==> src/rtl/hazard_ctrl_unit.sv <==
// ID-stage pipeline controller: instruction decode, ID/EX control register,
// load-use and branch-operand stalls, branch-taken flush and multiply freeze.
// exValid_o marks a real instruction in EX; a bubble has every ex* output at 0.
// The ID/EX register accepts the decoded bundle whenever pcWrite_o is 1, holds
// while mulBusy_o is 1, and takes a bubble while stall_o is 1.
module hazard_ctrl_unit #(
   parameter int REG_AW  = 5,
   parameter int MUL_LAT = 3
) (
   input  logic              clk_i,
   input  logic              rst_i,
   input  logic [6:0]        opCode_i,
   input  logic [6:0]        funct7_i,
   input  logic [REG_AW-1:0] rs1_i,
   input  logic [REG_AW-1:0] rs2_i,
   input  logic [REG_AW-1:0] rd_i,
   input  logic              equal_i,
   output logic              pcWrite_o,
   output logic              ifidWrite_o,
   output logic              flush_o,
   output logic              branch_o,
   output logic              stall_o,
   output logic              mulBusy_o,
   output logic              exValid_o,
   output logic              exAluSrc_o,
   output logic              exMemRead_o,
   output logic              exMemWrite_o,
   output logic              exMemToReg_o,
   output logic              exRegWrite_o,
   output logic              exIsMul_o,
   output logic [1:0]        exAluOp_o,
   output logic [REG_AW-1:0] exRd_o,
   output logic              dbgState_o
);

   localparam logic [6:0] OP_R  = 7'b0110011;
   localparam logic [6:0] OP_I  = 7'b0010011;
   localparam logic [6:0] OP_LD = 7'b0000011;
   localparam logic [6:0] OP_ST = 7'b0100011;
   localparam logic [6:0] OP_BR = 7'b1100011;
   localparam logic [6:0] F7_MUL = 7'b0000001;
   // Count value on the last EX cycle of a mul; equals 0 when MUL_LAT is 1.
   localparam logic [4:0] CNT_LAST = 5'(MUL_LAT - 1);

   typedef struct packed {
      logic              valid;
      logic              aluSrc;
      logic              memRead;
      logic              memWrite;
      logic              memToReg;
      logic              regWrite;
      logic              isMul;
      logic [1:0]        aluOp;
      logic [REG_AW-1:0] rd;
   } ctrl_t;

   typedef enum logic {
      RUN      = 1'b0,
      MUL_WAIT = 1'b1
   } state_t;

   state_t     state, stateNext;
   logic [4:0] cnt, cntNext;
   ctrl_t      dec, exReg, exNext;
   logic       useRs1, useRs2, isBranch;
   logic       freeze, loadUse, brHazard, stall, taken;

   // Decode the instruction in ID into its EX control bundle and operand use.
   always_comb begin
      dec      = '0;
      useRs1   = 1'b0;
      useRs2   = 1'b0;
      isBranch = 1'b0;
      case (opCode_i)
         OP_R: begin
            dec.valid    = 1'b1;
            dec.aluOp    = 2'b10;
            dec.regWrite = 1'b1;
            dec.isMul    = (funct7_i == F7_MUL);
            dec.rd       = rd_i;
            useRs1       = 1'b1;
            useRs2       = 1'b1;
         end
         OP_I: begin
            dec.valid    = 1'b1;
            dec.aluOp    = 2'b01;
            dec.aluSrc   = 1'b1;
            dec.regWrite = 1'b1;
            dec.rd       = rd_i;
            useRs1       = 1'b1;
         end
         OP_LD: begin
            dec.valid    = 1'b1;
            dec.aluSrc   = 1'b1;
            dec.memRead  = 1'b1;
            dec.memToReg = 1'b1;
            dec.regWrite = 1'b1;
            dec.rd       = rd_i;
            useRs1       = 1'b1;
         end
         OP_ST: begin
            dec.valid    = 1'b1;
            dec.aluSrc   = 1'b1;
            dec.memWrite = 1'b1;
            useRs1       = 1'b1;
            useRs2       = 1'b1;
         end
         OP_BR: begin
            dec.valid = 1'b1;
            dec.aluOp = 2'b01;
            useRs1    = 1'b1;
            useRs2    = 1'b1;
            isBranch  = 1'b1;
         end
         default: ;
      endcase
   end

   // Hazard detection in priority order: freeze masks stalls, stalls mask branches.
   always_comb begin
      freeze   = exReg.valid & exReg.isMul & (cnt != CNT_LAST);
      loadUse  = exReg.valid & exReg.memRead & (exReg.rd != '0) &
                 ((useRs1 & (exReg.rd == rs1_i)) | (useRs2 & (exReg.rd == rs2_i)));
      brHazard = isBranch & exReg.valid & exReg.regWrite & (exReg.rd != '0) &
                 ((exReg.rd == rs1_i) | (exReg.rd == rs2_i));
      stall    = ~freeze & (loadUse | brHazard);
      taken    = ~freeze & ~stall & isBranch & equal_i;
   end

   // Next state, freeze counter and ID/EX contents.
   always_comb begin
      stateNext = RUN;
      cntNext   = '0;
      exNext    = dec;
      if (freeze) begin
         stateNext = MUL_WAIT;
         cntNext   = cnt + 5'd1;
         exNext    = exReg;
      end else if (stall) begin
         exNext = '0;
      end
   end

   // State register, freeze counter and ID/EX register.
   always_ff @(posedge clk_i) begin
      if (rst_i) begin
         state <= RUN;
         cnt   <= '0;
         exReg <= '0;
      end else begin
         state <= stateNext;
         cnt   <= cntNext;
         exReg <= exNext;
      end
   end

   assign pcWrite_o    = ~rst_i & ~freeze & ~stall;
   assign ifidWrite_o  = ~rst_i & ~freeze & ~stall;
   assign branch_o     = ~rst_i & taken;
   assign flush_o      = ~rst_i & taken;
   assign stall_o      = ~rst_i & stall;
   assign mulBusy_o    = ~rst_i & freeze;

   assign exValid_o    = exReg.valid;
   assign exAluSrc_o   = exReg.aluSrc;
   assign exMemRead_o  = exReg.memRead;
   assign exMemWrite_o = exReg.memWrite;
   assign exMemToReg_o = exReg.memToReg;
   assign exRegWrite_o = exReg.regWrite;
   assign exIsMul_o    = exReg.isMul;
   assign exAluOp_o    = exReg.aluOp;
   assign exRd_o       = exReg.rd;
   assign dbgState_o   = (state == MUL_WAIT);

endmodule
==> config.mk <==
export PLATFORM = sky130hd
export DESIGN_NAME = hazard_ctrl_unit
export DESIGN_NICKNAME = d
export VERILOG_FILES = /design/src/rtl/hazard_ctrl_unit.sv
export SDC_FILE = /design/constraint.sdc
export NUM_CORES = 1
export LEC_CHECK = 0
export BUFFER_PORTS_ARGS = -buffer_cell sky130_fd_sc_hd__buf_2
export CORE_MARGIN = 4
export CORE_UTILIZATION = 43
export CTS_CLUSTER_DIAMETER = 60
export DETAILED_ROUTE_END_ITERATION = 8
export GPL_TIMING_DRIVEN = 0
export PLACE_DENSITY = 0.88
export SYNTH_ARGS = -nofsm -noshare
export SYNTH_HDL_FRONTEND = slang
export SYNTH_SLANG_ARGS = --single-unit
==> constraint.sdc <==
create_clock -name clk_i -period 2 [get_ports clk_i]
set_input_delay 0.1 -clock clk_i [delete_from_list [all_inputs] [get_ports clk_i]]
set_output_delay 0.1 -clock clk_i [all_outputs]
set_load 0.05 [all_outputs]
==> metrics, run 1 <==
Worst-Margin Slew 0.411 ns; Routed Antenna Nets 0; synthesized area 982 sq um; Max Buffers Root-to-Sink 2; Rows 17; fin worst setup slack -0.113 ns; hpwl dp 2070 um; crit path capture type output port; total CTS buffers 3; crit start category flop; Clock transition at path regs 0.11 ns; Yosys warnings 0; CP arrival 2.01 ns; global-route wire length before repair 4390 um; Overflow after GRT 0; DR DRC count 0; fin crit share 106%; Slew headroom 72.5%; DRT Wirelength 3010 um; WS Path Type flop to output port; CP bufs+invs 3; Die Y 55.8 um; Finished Core Util 71.1%; ys async rst share 0%; CP max stage cell dfxtp_2; Data required, critical path 1.90 ns; drt first pass iters 4; Max Cap Viol 0; r2r startpoint exRd_o[0]; crit-path max FO 4; Fill cells 156; DRT iter0 DRCs 37; htree depth 1; VDD IR max 0.382 mV; multi-input combinational cell area 641 sq um; failing checks setup timing; Synth Net Count 135; most frequent cells in the layout buf_2, buf_4, dfxtp_1; vias in the first global route 1,013; pwr/cell area 435 mW/mm^2; Final Hold Violating Endpoints 0; CP delay by family, top simple AND/OR/NAND/NOR gates; placed inst area 0.00131 sq mm; gpl congestion 0.822; Initial Util 44.8%; Fin Setup TNS -0.287 ns; design area 0.00156 sq mm; IO Pins 53; Seq/Total Area, Yosys 38.7%; hold crit path type input port to flop; Worst Hold Launch rd_i[3]; die area 0.00311 sq mm; GRT Total Usage 17.4%; Hold Slack 0.0329 ns; Primary FF master, synth dfxtp_1; final worst path period need 2.11 ns; initial antenna violation count 0; Seq. cell area 399 sq um; max-slew violations 0; nets 203; critical path's most frequent cell nor4b_4; Area Overhead vs Synth 58.6%; leading cell type in the layout, fill and taps excluded buf_2; Yosys cell types 33; clock root cell clkbuf_4; DP Worst Slack 0.0160 ns; Fin Clk Skew 0.00146 ns; Post-synth EDFFs 0; Final setup viols 4; largest net degree at the start of global routing 15; ant diodes 0; Mapped Cells 101; TritonCTS clock tree yes; outcome finished with violations; proportion of layout cells with a drive suffix above 1 59.5%; Crit. Startpoint cnt[0]; Port Buffers 52; unrepaired setup endpoints after global routing yes; static leakage 0.718 nW; Core Box Area 0.00219 sq mm; Vias 1,022; FF+latch count, synth 19; Die W 55.8 um; Post-Syn Area per Cell 9.72 sq um; wire length per cell 15.4 um; clk sinks 19; Worst-Skew Late Latency 0.29 ns; delay of the slowest cell on the worst path 0.35 ns; fmax 473 MHz; vias per cell 5.21; CTS hold repair buffers 0; CP Cell Sequence inv_2 > ha_4 > nor4b_4 > nor2_1 > or2_4 > nor4b_4 > buf_6 > buf_8
-- worst reg2reg max path, stage by stage, from the launching register on --
cell,delay [ns]
dfxtp_2,0.37
xnor2_1,0.22
nand4_1,0.14
o22ai_2,0.20
o2111ai_4,0.15
buf_4,0.17
buf_4,0.12
buf_4,0.12
buf_4,0.13
a32o_1,0.23
-- timing repair --
action,4_1_cts,5_1_grt
buffers inserted,7,5
resized for setup,18,14
endpoints found under the setup margin,6,6
gates cloned,0,0
pin swaps,3,12
-- layout make-up --
cell class | count | share of cell area (%)
multi-input cells | 73 | 41.1
flip-flops and latches | 19 | 25.6
repair buffers | 64 | 25.4
plain buffers | 5 | 2.97
well taps | 28 | 2.25
clock buffers | 3 | 1.45
inverters | 3 | 0.884
clock inverters | 1 | 0.321
-- stage by stage --
stage          cells  power, mW
4_1_cts          191      0.671
6_report         196      0.677
2_1_floorplan    101      0.432
3_5_place_dp     181      0.475
3_3_place_gp     181      0.472
5_1_grt          196      0.706
-- flip-flops by register name (all words and copies together) (netlist names) --
register      flops
dbgState_o        1
exRd_o            5
exAluSrc_o        1
exMemRead_o       1
exMemWrite_o      1
exIsMul_o         1
exAluOp_o         2
cnt               5
exValid_o         1
exRegWrite_o      1
-- synthesized netlist by cell type (3+ instances only) --
master / n / share of area, %
nand3_1: 5 / 2.5
a32o_1: 7 / 7.1
nand2_1: 4 / 1.5
xnor2_1: 11 / 9.8
a22o_1: 3 / 2.7
a21oi_1: 3 / 1.5
nor3_1: 3 / 1.5
nor2_1: 12 / 4.6
buf_4: 3 / 2.3
dfxtp_1: 19 / 39
-- routing by layer --
metal | vias up | wire [um] | GRT usage, %
met4 | 0 | 19 | 4.17
li1 | 499 | - | -
met5 | - | 0 | 0
met2 | 52 | 1640 | 32.9
met1 | 467 | 1120 | 18.6
met3 | 4 | 230 | 5.34
-- kinds of logic (layout without fill, tap and decap cells) --
logic type | after synthesis | after routing | synth area share, %
AND/OR/NAND/NOR | 39 | 39 | 23.3
AO/OA/AOI/OAI | 19 | 19 | 18.2
flip-flops | 19 | 19 | 38.7
XOR/XNOR | 13 | 13 | 11.6
buffers and inverters | 9 | 76 | 5.60
adder cells (fa/ha/maj) | 2 | 2 | 2.55
-- where the power goes --
group	switching, mW	total [mW]	internal (mW)
clock network	0.117	0.192	0.0742
registers	0.00169	0.376	0.374
logic	0.0532	0.109	0.0561
-- final timing paths --
kind	to	slack, ns	cells past startpoint
worst min-delay path	exRd_o[3]	0.03	2
worst min register to register	cnt[0]	0.45	1
worst max-delay path	flush_o	-0.11	8
worst max register to register	exRd_o[4]	0.06	9
No activity file was read; power rests on OpenSTA's default activity.
==> inputs of run 2 (changes only) <==
--- a/config.mk
+++ b/config.mk
@@ -8,6 +8,7 @@
 export BUFFER_PORTS_ARGS = -buffer_cell sky130_fd_sc_hd__buf_2
 export CORE_MARGIN = 4
 export CORE_UTILIZATION = 43
+export CTS_BUF_LIST = sky130_fd_sc_hd__clkbuf_16
 export CTS_CLUSTER_DIAMETER = 60
 export DETAILED_ROUTE_END_ITERATION = 8
 export GPL_TIMING_DRIVEN = 0
==> metrics, run 2 (same netlist as run 1, synthesis figures left out) <==
outcome finished with violations; clock root cell clkbuf_16; DRT Wirelength 2780 um; total CTS buffers 3; IO Pins 53; clk sinks 19; Max Cap Viol 0; Die W 55.8 um; Vias 980; DR DRC count 0; largest net degree at the start of global routing 15; global-route wire length before repair 4350 um; WS Path Type flop to output port; drt first pass iters 4; final worst path period need 2.02 ns; ant diodes 0; max-slew violations 0; initial antenna violation count 0; vias per cell 5.16; unrepaired setup endpoints after global routing yes; CP max stage cell or4_4; Area Overhead vs Synth 52.2%; proportion of layout cells with a drive suffix above 1 51.9%; crit path capture type output port; hold crit path type input port to flop; Hold Slack 0.0819 ns; Worst-Skew Late Latency 0.25 ns; Routed Antenna Nets 0; crit-path max FO 5; Fin Clk Skew 0.00272 ns; Die Y 55.8 um; Port Buffers 52; TritonCTS clock tree yes; fmax 494 MHz; die area 0.00311 sq mm; static leakage 0.679 nW; Fill cells 167; vias in the first global route 1,029; leading cell type in the layout, fill and taps excluded buf_2; hpwl dp 2070 um; Final Hold Violating Endpoints 0; VDD IR max 0.443 mV; CP arrival 1.92 ns; gpl congestion 0.822; failing checks setup timing; htree depth 1; DRT iter0 DRCs 30; DP Worst Slack 0.0160 ns; CP Cell Sequence or4_4 > o2111ai_4 > buf_6 > and2_4 > buf_6 > buf_8; Initial Util 44.8%; most frequent cells in the layout buf_2, dfxtp_1, nor2_1; crit start category flop; Final setup viols 2; delay of the slowest cell on the worst path 0.54 ns; nets 197; Core Box Area 0.00219 sq mm; GRT Total Usage 17.2%; critical path's most frequent cell buf_6; fin worst setup slack -0.0232 ns; Overflow after GRT 0; Slew headroom 73.9%; Max Buffers Root-to-Sink 2; wire length per cell 14.6 um; pwr/cell area 588 mW/mm^2; fin crit share 101%; Clock transition at path regs 0.05 ns; Worst-Margin Slew 0.390 ns; Data required, critical path 1.90 ns; Rows 17
[run 2: cell types whose count changed in the layout (fill, tap and decap cells not counted), moves of 3 or more]
cell       delta
xnor2_2       -6
buf_4         -5
clkbuf_4      -3
clkbuf_16     +3
xnor2_1       +6
[run 2: worst paths after layout]
check             startpoint   endpoint  slack (ns)  depth (start not counted)
setup / recovery   exRd_o[4]  pcWrite_o       -0.02                          6
setup reg to reg      cnt[0]  exRd_o[0]        0.29                          7
hold / removal       rd_i[3]  exRd_o[3]        0.08                          2
hold reg to reg       cnt[0]     cnt[0]        0.46                          1
[run 2: stage by stage]
| stage | area (sq um) | setup TNS, ns | utilization, % | cells | power, mW |
|---|---|---|---|---|---|
| finish | 1500 | -0.0437 | 68.2 | 190 | 0.879 |
| global route | 1500 | -0.349 | 68.2 | 190 | 0.916 |
| floorplan | 1010 | -0.250 | - | 101 | 0.432 |
| detailed placement | 1310 | 0 | 59.6 | 181 | 0.475 |
| CTS | 1470 | -0.108 | 67.1 | 189 | 0.885 |
| global placement | 1310 | 0 | 59.6 | 181 | 0.472 |
[run 2: cell type report]
cell class	count	area, sq um	share of cell area (%)
clock buffer	3	75.1	5.02
buffer	5	46.3	3.10
timing repair buffer	58	343	22.9
clock inverter	1	5.00	0.335
tap	28	35.0	2.34
multi-input combinational	73	583	39.0
sequential	19	392	26.2
inverter	3	16.3	1.09
[run 2: timing repair]
| action | CTS | global route |
|---|---|---|
| setup buffers | 5 | 1 |
| hold buffers | 0 | 0 |
| gates resized for setup | 14 | 4 |
| endpoints found under the setup margin | 6 | 6 |
| pin swaps | 3 | 2 |
[run 2: worst max-delay path: cells and delay by family, from the launching register on]
kind,cells,cell delay [ns]
AO/OA/AOI/OAI,1,0.24
flip-flops,1,0.36
AND/OR/NAND/NOR,2,0.69
buffers and inverters,3,0.39
[run 2: power by group]
| part | switching [mW] | leakage (nW) | internal, mW |
|---|---|---|---|
| clock network | 0.136 | 0.0409 | 0.268 |
| logic | 0.0492 | 0.481 | 0.0471 |
| registers | 0.00149 | 0.156 | 0.378 |
| total | 0.187 | 0.679 | 0.692 |
[run 2: layer usage]
metal	global-route usage (%)	vias to the layer above	part of all wire [%]
met5	0	-	0
li1	-	487	-
met3	5.10	2	8.7
met4	4.51	0	0.18
met1	18.9	452	37
met2	31.6	39	54
